==> config.mk <==
export PLATFORM = sky130hd
export DESIGN_NAME = timer_apb_master
export DESIGN_NICKNAME = d
export VERILOG_FILES = /design/src/rtl/timer_pkg.sv /design/src/rtl/timer_apb_master.sv
export SDC_FILE = /design/constraint.sdc
export NUM_CORES = 1
export LEC_CHECK = 0
export ABC_CLOCK_PERIOD_IN_PS = 2800
export CELL_PAD_IN_SITES_DETAIL_PLACEMENT = 0
export CELL_PAD_IN_SITES_GLOBAL_PLACEMENT = 1
export CORE_UTILIZATION = 29
export CTS_BUF_LIST = sky130_fd_sc_hd__clkbuf_4 sky130_fd_sc_hd__clkbuf_8
export DETAILED_ROUTE_END_ITERATION = 6
export PLACE_DENSITY = 0.83
export REMOVE_ABC_BUFFERS = 1
export SYNTH_ARGS = -nofsm -noshare
export SYNTH_HDL_FRONTEND = slang
export SYNTH_SLANG_ARGS = --single-unit
==> constraint.sdc <==
create_clock -name sys_clk -period 2.8 [get_ports sys_clk]
set_clock_uncertainty 0.2 [all_clocks]
set_input_delay 0.28 -clock sys_clk [delete_from_list [all_inputs] [get_ports sys_clk]]
set_output_delay 0.28 -clock sys_clk [all_outputs]
set_load 0.01 [all_outputs]
==> src/rtl/timer_pkg.sv <==
// Shared definitions for the timer block and its APB master bridge:
// bridge FSM states, bus width defaults and timer register offsets.
package timer_pkg;

    localparam int ADDR_W_DEF = 12;
    localparam int DATA_W_DEF = 32;

    typedef enum logic [1:0] {
        ST_IDLE   = 2'd0,
        ST_SETUP  = 2'd1,
        ST_ACCESS = 2'd2,
        ST_RESP   = 2'd3
    } apb_state_e;

    localparam logic [11:0] TCR_OFF   = 12'h000;
    localparam logic [11:0] TDR0_OFF  = 12'h004;
    localparam logic [11:0] TDR1_OFF  = 12'h008;
    localparam logic [11:0] TCMP0_OFF = 12'h00C;
    localparam logic [11:0] TCMP1_OFF = 12'h010;
    localparam logic [11:0] TIER_OFF  = 12'h014;
    localparam logic [11:0] TISR_OFF  = 12'h018;
    localparam logic [11:0] THCSR_OFF = 12'h01C;

    function automatic logic is_word_aligned(input logic [1:0] lsb);
        return lsb == 2'b00;
    endfunction

endpackage

==> src/rtl/timer_apb_master.sv <==
// Single-outstanding APB master: turns a valid/ready command into one
// SETUP/ACCESS transfer and returns data/error status on a valid/ready response.
module timer_apb_master
    import timer_pkg::*;
#(
    parameter int ADDR_W      = ADDR_W_DEF,
    parameter int DATA_W      = DATA_W_DEF,
    parameter int TIMEOUT_CYC = 16
) (
    input  logic              sys_clk,
    input  logic              sys_rst,
    input  logic              cmd_valid,
    output logic              cmd_ready,
    input  logic              cmd_write,
    input  logic [ADDR_W-1:0] cmd_addr,
    input  logic [DATA_W-1:0] cmd_wdata,
    input  logic [3:0]        cmd_strb,
    output logic              rsp_valid,
    input  logic              rsp_ready,
    output logic [DATA_W-1:0] rsp_rdata,
    output logic              rsp_err,
    output logic              rsp_timeout,
    output logic              tim_psel,
    output logic              tim_penable,
    output logic [ADDR_W-1:0] tim_paddr,
    output logic              tim_pwrite,
    output logic [DATA_W-1:0] tim_pwdata,
    output logic [3:0]        tim_pstrb,
    input  logic [DATA_W-1:0] tim_prdata,
    input  logic              tim_pready,
    input  logic              tim_pslverr,
    output apb_state_e        dbg_state
);

    // Handshakes: a transfer happens on a rising edge where valid and ready are
    // both high; valid and its payload stay stable until that edge.

    localparam int CNT_W = (TIMEOUT_CYC < 2) ? 1 : $clog2(TIMEOUT_CYC);
    localparam logic [CNT_W-1:0] CNT_LAST = CNT_W'(TIMEOUT_CYC - 1);

    apb_state_e        state_q, state_d;
    logic [CNT_W-1:0]  cnt_q, cnt_d;
    logic              psel_d, penable_d, pwrite_d;
    logic [ADDR_W-1:0] paddr_d;
    logic [DATA_W-1:0] pwdata_d;
    logic [3:0]        pstrb_d;
    logic              rsp_valid_d, rsp_err_d, rsp_timeout_d;
    logic [DATA_W-1:0] rsp_rdata_d;

    assign cmd_ready = (state_q == ST_IDLE) && !sys_rst;
    assign dbg_state = state_q;

    always_comb begin
        state_d       = state_q;
        cnt_d         = cnt_q;
        psel_d        = tim_psel;
        penable_d     = tim_penable;
        paddr_d       = tim_paddr;
        pwrite_d      = tim_pwrite;
        pwdata_d      = tim_pwdata;
        pstrb_d       = tim_pstrb;
        rsp_valid_d   = rsp_valid;
        rsp_err_d     = rsp_err;
        rsp_timeout_d = rsp_timeout;
        rsp_rdata_d   = rsp_rdata;
        case (state_q)
            ST_IDLE: begin
                if (cmd_valid && cmd_ready) begin
                    if (!is_word_aligned(cmd_addr[1:0])) begin
                        // Misaligned: answer locally, the bus never sees it.
                        state_d       = ST_RESP;
                        rsp_valid_d   = 1'b1;
                        rsp_err_d     = 1'b1;
                        rsp_timeout_d = 1'b0;
                        rsp_rdata_d   = '0;
                    end else begin
                        state_d   = ST_SETUP;
                        psel_d    = 1'b1;
                        penable_d = 1'b0;
                        paddr_d   = cmd_addr;
                        pwrite_d  = cmd_write;
                        pwdata_d  = cmd_write ? cmd_wdata : '0;
                        pstrb_d   = cmd_write ? cmd_strb : 4'b0000;
                    end
                end
            end
            ST_SETUP: begin
                state_d   = ST_ACCESS;
                penable_d = 1'b1;
                cnt_d     = '0;
            end
            ST_ACCESS: begin
                if (tim_pready || (TIMEOUT_CYC != 0 && cnt_q == CNT_LAST)) begin
                    state_d       = ST_RESP;
                    psel_d        = 1'b0;
                    penable_d     = 1'b0;
                    paddr_d       = '0;
                    pwrite_d      = 1'b0;
                    pwdata_d      = '0;
                    pstrb_d       = 4'b0000;
                    rsp_valid_d   = 1'b1;
                    // pready outranks a timeout landing on the same edge.
                    rsp_err_d     = tim_pready ? tim_pslverr : 1'b1;
                    rsp_timeout_d = !tim_pready;
                    rsp_rdata_d   = (tim_pready && !tim_pwrite && !tim_pslverr) ? tim_prdata : '0;
                end else begin
                    cnt_d = cnt_q + CNT_W'(1);
                end
            end
            ST_RESP: begin
                if (rsp_ready) begin
                    state_d       = ST_IDLE;
                    rsp_valid_d   = 1'b0;
                    rsp_err_d     = 1'b0;
                    rsp_timeout_d = 1'b0;
                    rsp_rdata_d   = '0;
                end
            end
            default: state_d = ST_IDLE;
        endcase
    end

    always_ff @(posedge sys_clk or posedge sys_rst) begin
        if (sys_rst) begin
            state_q     <= ST_IDLE;
            cnt_q       <= '0;
            tim_psel    <= 1'b0;
            tim_penable <= 1'b0;
            tim_paddr   <= '0;
            tim_pwrite  <= 1'b0;
            tim_pwdata  <= '0;
            tim_pstrb   <= 4'b0000;
            rsp_valid   <= 1'b0;
            rsp_err     <= 1'b0;
            rsp_timeout <= 1'b0;
            rsp_rdata   <= '0;
        end else begin
            state_q     <= state_d;
            cnt_q       <= cnt_d;
            tim_psel    <= psel_d;
            tim_penable <= penable_d;
            tim_paddr   <= paddr_d;
            tim_pwrite  <= pwrite_d;
            tim_pwdata  <= pwdata_d;
            tim_pstrb   <= pstrb_d;
            rsp_valid   <= rsp_valid_d;
            rsp_err     <= rsp_err_d;
            rsp_timeout <= rsp_timeout_d;
            rsp_rdata   <= rsp_rdata_d;
        end
    end

endmodule

==> run_results.csv, run 1 <==
group,metric,value,unit
critical_path,required,2.84,ns
timing,fin_ws,0.352,ns
critical_path,crit_arrival,2.49,ns
clocking,cts_tree,"yes",
logic_synthesis,yosys_register_bits,92,
layout,antennaDiodeCount,0,
clocking,clock_latency,0.36,ns
logic_synthesis,synth_area,3850,um^2
critical_path,crit_chain,"inv_1, ha_1, nor2b_1, a22oi_1, nand2_2, buf_4, mux2_2",
critical_path,cp_max_fo,50,
clocking,htreeDepth,3,
die,die_y,117,um
timing,worst_pin_slew,0.547,ns
die,initial_utilization,0.302,
detailed_routing,avgRoutedWirePerCell,14.1,um
clocking,hold_buffers,0,
pwr,leakage,2.69,nW
timing,slew_headroom,0.635,
logic_synthesis,synth_cells,321,
critical_path,cp_slowest_stage_delay,0.43,ns
layout,fin_area,6020,um^2
layout,drive_above_1_share,0.0891,
timing,fin_crit,2.45,ns
critical_path,start_kind,"register",
pwr,p_sw_frac,0.337,
logic_synthesis,yosysSeqAreaShare,0.597,
run,maxCapViolations,0,
die,rows,41,
timing,setup_violations,0,
place,port_buffers,175,
place,hpwl,6970,um
detailed_routing,drc,0,
die,design.die.area,13800,um^2
pwr,combPwrFrac,0.469,
timing,max_freq,409,MHz
critical_path,cp-end-kind,"register",
layout,syn_to_final_growth,56.2,%
critical_path,reg2reg_slack,0.35,ns
pwr,finalPower,5.29,mW
detailed_routing,firstDrtPassIters,6,
layout,fin_cells,677,
place,gp_congestion,0.766,
layout,final_util,0.471,
detailed_routing,ant_nets,0,
timing,final_hold_viol_count,0,
global_routing,overflow,0,
clocking,clk_pin_slew_worst_paths,0.09,ns
global_routing,groute.usage.overall,0.145,
logic_synthesis,yosysUniqueCellTypes,29,
clocking,clock_sinks,92,
timing,rsz0062_at_grt,"no",
clocking,cts_buffers,9,
pwr,seq_power_share,0.371,
global_routing,grt_pass1_wl,15000,um
detailed_routing,viasPerCell,4.35,
detailed_routing,num_vias,2946,
critical_path,worstSetupPathType,"reg -> reg",
layout,fillers,1172,
die,die_w,117,um
place,placed_area,5830,um^2
global_routing,grt_pass1_vias,3101,
critical_path,cpMaxStageDelayCell,"buf_4",
global_routing,grt_max_degree,51,
logic_synthesis,postSynthAreaPerCell,12.0,um^2
clocking,clockBufferDepth,2,
die,fp.coreArea,12800,um^2
place,pre_cts_ws,0.377,ns
outcome,outcome,"finished clean",
timing,slew_viol_final,0,
pwr,powerDensity,879,nW/um^2
logic_synthesis,ys.warnings.count,0,
clocking,cts-root-buf,"clkbuf_8",
detailed_routing,routed_wl,9580,um
clocking,cts-resized-gates,0,
worst_hold_path,hold_path_class,"in -> async",
global_routing,antenna_found_initial,0,
pwr,clkPwrFrac,0.161,
clocking,postCtsSetupBuffers,0,
pwr,ir_drop,459,uV
pwr,internal-power,3.51,mW
timing,post-route-period-util,0.874,
detailed_routing,first_iter_violations,100,
place,dpl.cell_count,661,
layout,nets,593,
pwr,power.switching,1.78,mW
die,io_pins,176,
-- cell usage after synthesis --
cell       instances  share of area
nand3_2            1         0.0026
nor2b_1           14          0.023
nand2b_1           2         0.0032
o21ai_0            7         0.0091
buf_6              3         0.0088
nor2_1             3         0.0029
and4_1             1         0.0023
buf_2              5         0.0065
a22o_1            36          0.082
inv_1             38          0.037
nand3b_1           1         0.0019
ha_1               6          0.019
nand3_1            6         0.0078
a222oi_1           1         0.0026
a21oi_1            1         0.0013
dfrtp_1           92           0.60
nor4b_1            1         0.0023
and2_1             2         0.0032
nand2_1           37          0.036
a22oi_1            1         0.0019
clkbuf_1           9         0.0088
xor2_1             2         0.0045
mux2_2            14          0.041
and3_1             1         0.0016
o2bb2ai_1          1         0.0023
a21o_1             1         0.0019
nand2_2            1         0.0016
mux2i_1           33          0.086
o211ai_1           1         0.0019
-- per-layer routing --
| metal | routed length [um] | track usage | up-vias | share of wire |
|---|---|---|---|---|
| met1 | 4160 | 0.174 | 1378 | 0.43 |
| met5 | 0 | 0 | - | 0 |
| met4 | 142 | 0.0633 | 0 | 0.015 |
| met2 | 4410 | 0.232 | 126 | 0.46 |
| li1 | - | - | 1432 | - |
| met3 | 866 | 0.0551 | 10 | 0.090 |
-- cells by family (layout without fill, tap and decap cells) --
kind of cell             after synthesis  after routing  synth area share
flip-flops                            92             92             0.597
AND/OR/NAND/NOR                       70             70            0.0883
buffers and inverters                 55            239            0.0610
AO/OA/AOI/OAI                         49             49             0.103
multiplexers                          47             47             0.127
adder cells (fa/ha/maj)                6              6            0.0195
XOR/XNOR                               2              2           0.00454
-- power groups by stage --
stage	Combinational (mW)	Clock, mW	Sequential (mW)
global placement	2.47	0	1.97
global route	2.71	0.945	2.01
finish	2.48	0.852	1.96
CTS	2.53	0.896	1.96
detailed placement	2.53	0	1.97
floorplan	1.12	0	2.13
-- registers in the layout (all words and copies together) (netlist names) --
name and count:
dbg_state 2, tim_psel 1, tim_penable 1, tim_pstrb 4, tim_pwdata 32, tim_paddr 12
rsp_rdata 32, tim_pwrite 1, rsp_timeout 1, cnt_q 4, rsp_valid 1, rsp_err 1
-- worst paths after layout --
| kind | startpoint | endpoint | depth (start not counted) |
|---|---|---|---|
| max | dbg_state[0] | tim_paddr[6] | 7 |
| min | sys_rst | dbg_state[0] | 2 |
| max reg2reg | dbg_state[0] | tim_paddr[6] | 7 |
| min reg2reg | tim_paddr[0] | tim_paddr[0] | 1 |
| max in group asynchronous | sys_rst | tim_paddr[6] | 3 |
| min in group sys_clk | tim_prdata[4] | rsp_rdata[4] | 3 |
-- per-stage QoR --
step                hold WS, ns  TNS [ns]
global route              0.122         0
finish                   0.0994         0
detailed placement        0.271         0
floorplan                 0.213    -57.70
CTS                      0.0888         0
global placement          0.271         0
-- worst max-delay path: cells and delay by family, from the launching register on --
| kind | cells | cell delay [ns] |
|---|---|---|
| AO/OA/AOI/OAI | 1 | 0.21 |
| flip-flops | 1 | 0.42 |
| AND/OR/NAND/NOR | 2 | 0.33 |
| buffers and inverters | 2 | 0.55 |
| adder cells (fa/ha/maj) | 1 | 0.20 |
| multiplexers | 1 | 0.39 |
-- area by class of cell --
type	count	area, um^2	share of cell area
clock buffers	13	173	0.0287
multi-input cells	174	1330	0.220
well taps	172	215	0.0357
inverters	38	145	0.0241
flip-flops and latches	92	2300	0.382
clock inverters	3	20.0	0.00333
repair buffers	185	1840	0.305
-- cells in the final DEF, fill, tap and decap left out, types with 2 or more instances in the layout --
master	netlist	layout
clkdlybuf4s50_1	0	175
mux2i_1	33	33
and2_1	2	2
nor2b_1	14	14
o21ai_0	7	7
inv_1	38	37
buf_4	0	9
nand3_1	6	6
mux2_2	14	14
a22o_1	36	36
nand2_2	1	2
ha_1	6	6
nand2_1	37	36
dfrtp_1	92	92
nand2b_1	2	2
clkbuf_8	0	12
clkinvlp_4	0	2
nor2_1	3	3
xor2_1	2	2
(Power assumes the default switching activity.)
==> inputs of run 2 (changes only) <==
- CELL_PAD_IN_SITES_DETAIL_PLACEMENT: 0 -> 1
==> run_results.csv, run 2 (synthesis gave the netlist of run 1 again) <==
group,metric,value,unit
detailed_routing,viasPerCell,4.50,
global_routing,groute.usage.overall,0.165,
critical_path,required,2.85,ns
die,rows,41,
critical_path,start_kind,"register",
die,design.die.area,13800,um^2
worst_hold_path,hold_path_class,"in -> async",
clocking,cts_buffers,9,
timing,rsz0062_at_grt,"no",
die,die_y,117,um
layout,antennaDiodeCount,0,
critical_path,cp-end-kind,"register",
layout,final_common_cell,"clkdlybuf4s50_1",
pwr,ir_drop,378,uV
clocking,cts-resized-gates,0,
timing,final_hold_viol_count,0,
die,fp.coreArea,12800,um^2
detailed_routing,routed_wl,10900,um
run,maxCapViolations,0,
global_routing,grt_pass1_vias,3442,
pwr,leakage,2.70,nW
critical_path,cp_max_fo,50,
global_routing,overflow,0,
detailed_routing,firstDrtPassIters,4,
timing,fin_ws,0.296,ns
layout,fillers,1372,
detailed_routing,avgRoutedWirePerCell,16.2,um
place,port_buffers,175,
layout,syn_to_final_growth,56.8,%
place,pre_cts_ws,0.293,ns
timing,worst_pin_slew,0.558,ns
clocking,clockBufferDepth,2,
clocking,clock_latency,0.36,ns
pwr,powerDensity,902,nW/um^2
detailed_routing,num_vias,3049,
die,initial_utilization,0.302,
clocking,hold_buffers,0,
clocking,postCtsSetupBuffers,0,
timing,slew_headroom,0.628,
clocking,cts-root-buf,"clkbuf_8",
clocking,clock_sinks,92,
timing,max_freq,399,MHz
pwr,finalPower,5.45,mW
clocking,cts_tree,"yes",
timing,post-route-period-util,0.894,
critical_path,crit_arrival,2.56,ns
critical_path,startpoint,"dbg_state[0]",
layout,layout_common_cells,"175 x clkdlybuf4s50_1, 92 x dfrtp_1, 37 x inv_1",
detailed_routing,drc,0,
critical_path,reg2regPathDepth,7,
clocking,clk_pin_slew_worst_paths,0.09,ns
detailed_routing,ant_nets,0,
place,hpwl,8200,um
timing,fin_crit,2.50,ns
place,gp_congestion,0.766,
global_routing,grt_max_degree,51,
detailed_routing,first_iter_violations,107,
timing,slew_viol_final,0,
critical_path,rr_startpoint,"dbg_state[0]",
global_routing,grt_pass1_wl,17200,um
global_routing,antenna_found_initial,0,
clocking,htreeDepth,3,
die,io_pins,176,
timing,setup_violations,0,
layout,largest_registers,"rsp_rdata: 32 flops, tim_pwdata: 32 flops, tim_paddr: 12 flops",
die,die_w,117,um
layout,nets,593,
critical_path,worstSetupPathType,"reg -> reg",
layout,drive_above_1_share,0.0891,
outcome,outcome,"finished clean",
run 2: cell type report:
cell class,count,area [um^2],area share
clock buffers,13,173,0.0286
clock inverters,3,43.8,0.00724
inverters,38,145,0.0240
multi-input cells,174,1330,0.219
flip-flops and latches,92,2300,0.381
well taps,172,215,0.0356
repair buffers,185,1840,0.304
run 2: worst max-delay path, stage by stage (launching register included):
cell	delay, ns
dfrtp_1	0.43
inv_1	0.15
ha_1	0.21
nor2b_1	0.24
a22oi_1	0.22
nand2_2	0.09
buf_4	0.43
mux2_2	0.39
run 2: power by group:
group	leakage, nW	internal (mW)	switching, mW	total, mW
Sequential	1.24	1.72	0.252	1.97
Combinational	1.35	1.38	1.14	2.53
Clock	0.113	0.497	0.456	0.953
run 2: layer usage:
layer	global-route usage	up-vias	part of all wire	wire, um
li1	-	1429	-	-
met1	0.199	1483	0.42	4600
met2	0.278	125	0.48	5310
met3	0.0453	12	0.079	868
met4	0.0658	0	0.016	175
met5	0	-	0	0
run 2: path summary, 6_finish.rpt:
kind,endpoint,slack [ns]
setup / recovery,tim_paddr[5],0.30
hold / removal,tim_pwdata[2],0.09
setup reg to reg,tim_paddr[5],0.30
hold reg to reg,tim_paddr[1],0.29
max in group asynchronous,tim_pwdata[24],1.65
min in group sys_clk,rsp_rdata[28],0.26
run 2: stage by stage:
step	setup TNS, ns	hold WS, ns	instance area [um^2]	std cells	util
finish	0	0.0926	6040	677	0.473
detailed placement	0	0.274	5830	661	0.456
global route	0	0.116	6040	677	0.473
global placement	0	0.271	5830	661	0.456
floorplan	-57.70	0.213	3760	304	-
CTS	0	0.0810	6040	677	0.473
==> inputs of run 3 (changes only) <==
- ABC_CLOCK_PERIOD_IN_PS: 2800 -> 2900
- CORE_UTILIZATION: 29 -> 35
- PLACE_DENSITY: 0.83 -> 0.95
- clock period: 2.8 -> 2.9 ns (I/O delays scaled with it)
==> run_results.csv, run 3 (synthesis gave the netlist of run 1 again) <==
group,metric,value,unit
outcome,outcome,"finished clean",
detailed_routing,first_iter_violations,92,
clocking,clockBufferDepth,2,
place,port_buffers,175,
timing,whs,0.206,ns
clocking,htreeDepth,3,
layout,layout_common_cells,"175 x clkdlybuf4s50_1, 92 x dfrtp_1, 37 x inv_1",
timing,slew_headroom,0.593,
layout,antennaDiodeCount,0,
pwr,powerDensity,872,nW/um^2
worst_hold_path,hold_path_class,"in -> async",
timing,final_hold_viol_count,0,
clocking,postCtsSetupBuffers,0,
clocking,cts-resized-gates,0,
critical_path,crit_chain,"inv_1, ha_1, nor2b_1, a222oi_1, nand2_2, buf_4, mux2i_1",
critical_path,cp_max_fo,32,
die,initial_utilization,0.367,
clocking,clock_latency,0.35,ns
timing,worst_pin_slew,0.611,ns
timing,fin_crit,2.64,ns
critical_path,reg2reg_slack,0.26,ns
layout,largest_registers,"rsp_rdata: 32 flops, tim_pwdata: 32 flops, tim_paddr: 12 flops",
global_routing,groute.usage.overall,0.198,
critical_path,worstSetupPathType,"reg -> reg",
detailed_routing,avgRoutedWirePerCell,16.8,um
timing,setup_violations,0,
clocking,clk_pin_slew_worst_paths,0.09,ns
clocking,cts_tree,"yes",
detailed_routing,ant_nets,0,
clocking,clock_sinks,92,
layout,drive_above_1_share,0.0800,
global_routing,grt_pass1_wl,17500,um
timing,post-route-period-util,0.910,
global_routing,antenna_found_initial,0,
clocking,cts_buffers,9,
clocking,hold_buffers,0,
die,die_y,107,um
global_routing,grt_pass1_vias,3494,
die,rows,37,
place,placed_area,5770,um^2
detailed_routing,routed_wl,10700,um
run,maxCapViolations,0,
layout,final_common_cell,"clkdlybuf4s50_1",
layout,nets,589,
critical_path,critPathBufInv,2,
detailed_routing,drc,0,
pwr,ir_drop,502,uV
critical_path,rr_startpoint,"dbg_state[0]",
critical_path,cp-end-kind,"register",
critical_path,reg2regPathDepth,7,
pwr,leakage,2.67,nW
detailed_routing,viasPerCell,4.83,
die,die_w,107,um
critical_path,start_kind,"register",
place,gp_congestion,0.790,
die,design.die.area,11400,um^2
place,hpwl,7880,um
critical_path,cpLargestDelayFamily,"buffers and inverters",
critical_path,cp_slowest_stage_delay,0.47,ns
critical_path,crit_arrival,2.71,ns
critical_path,cpMaxStageDelayCell,"buf_4",
global_routing,grt_max_degree,93,
die,fp.coreArea,10500,um^2
layout,fin_cells,636,
critical_path,r2r-end,"rsp_rdata[16]",
timing,rsz0062_at_grt,"no",
detailed_routing,firstDrtPassIters,4,
place,dpl.cell_count,621,
clocking,cts-root-buf,"clkbuf_8",
layout,final_util,0.568,
timing,max_freq,379,MHz
timing,slew_viol_final,0,
layout,syn_to_final_growth,54.8,%
global_routing,overflow,0,
layout,fin_area,5970,um^2
die,io_pins,176,
critical_path,required,2.96,ns
detailed_routing,num_vias,3074,
[run 3: cell count changes in the layout (fill, tap and decap cells not counted), sizes merged]
cell	change
clkinvlp	+2
buf	-4
clkbuf	-3
[run 3: worst max path at each step]
stage	endpoint	cells after the start	from	slack, ns
floorplan	rsp_rdata[0]	5	dbg_state[0]	-1.16
global placement	rsp_rdata[18]	6	tim_pready	0.42
detailed placement	tim_pwdata[6]	6	tim_pready	0.29
CTS	tim_pwdata[6]	7	dbg_state[0]	0.26
global route	rsp_rdata[13]	7	dbg_state[0]	0.05
finish	rsp_rdata[16]	7	dbg_state[0]	0.26
[run 3: per-stage QoR]
step	total power, mW	setup WS [ns]	TNS [ns]
floorplan	3.13	-1.16	-42.68
global placement	4.26	0.416	0
detailed placement	4.38	0.289	0
CTS	5.27	0.260	0
global route	5.51	0.0544	0
finish	5.20	0.260	0
[run 3: report_power, final]
| group | leakage [nW] | total, mW | switching, mW | internal, mW |
|---|---|---|---|---|
| clock | 0.0946 | 0.870 | 0.449 | 0.420 |
| sequential | 1.24 | 1.91 | 0.244 | 1.66 |
| combinational | 1.34 | 2.43 | 1.10 | 1.33 |
| total | 2.67 | 5.20 | 1.79 | 3.41 |
[run 3: area by class of cell]
type	count	area (um^2)
multi-input combinational	174	1330
clock buffer	10	138
tap	136	170
timing repair buffer	181	1820
sequential	92	2300
inverter	38	145
clock inverter	5	62.6
fill	1095	4540
[run 3: per-layer routing]
| metal | wire [um] | global-route usage |
|---|---|---|
| met3 | 609 | 0.0401 |
| met5 | 0 | 0 |
| met2 | 5290 | 0.339 |
| met4 | 251 | 0.0832 |
| met1 | 4510 | 0.241 |
[run 3: tightest hold or removal path: stages]
cell,delay (ns)
clkdlybuf4s50_1,0.48
inv_4,0.09
buf_12,0.34
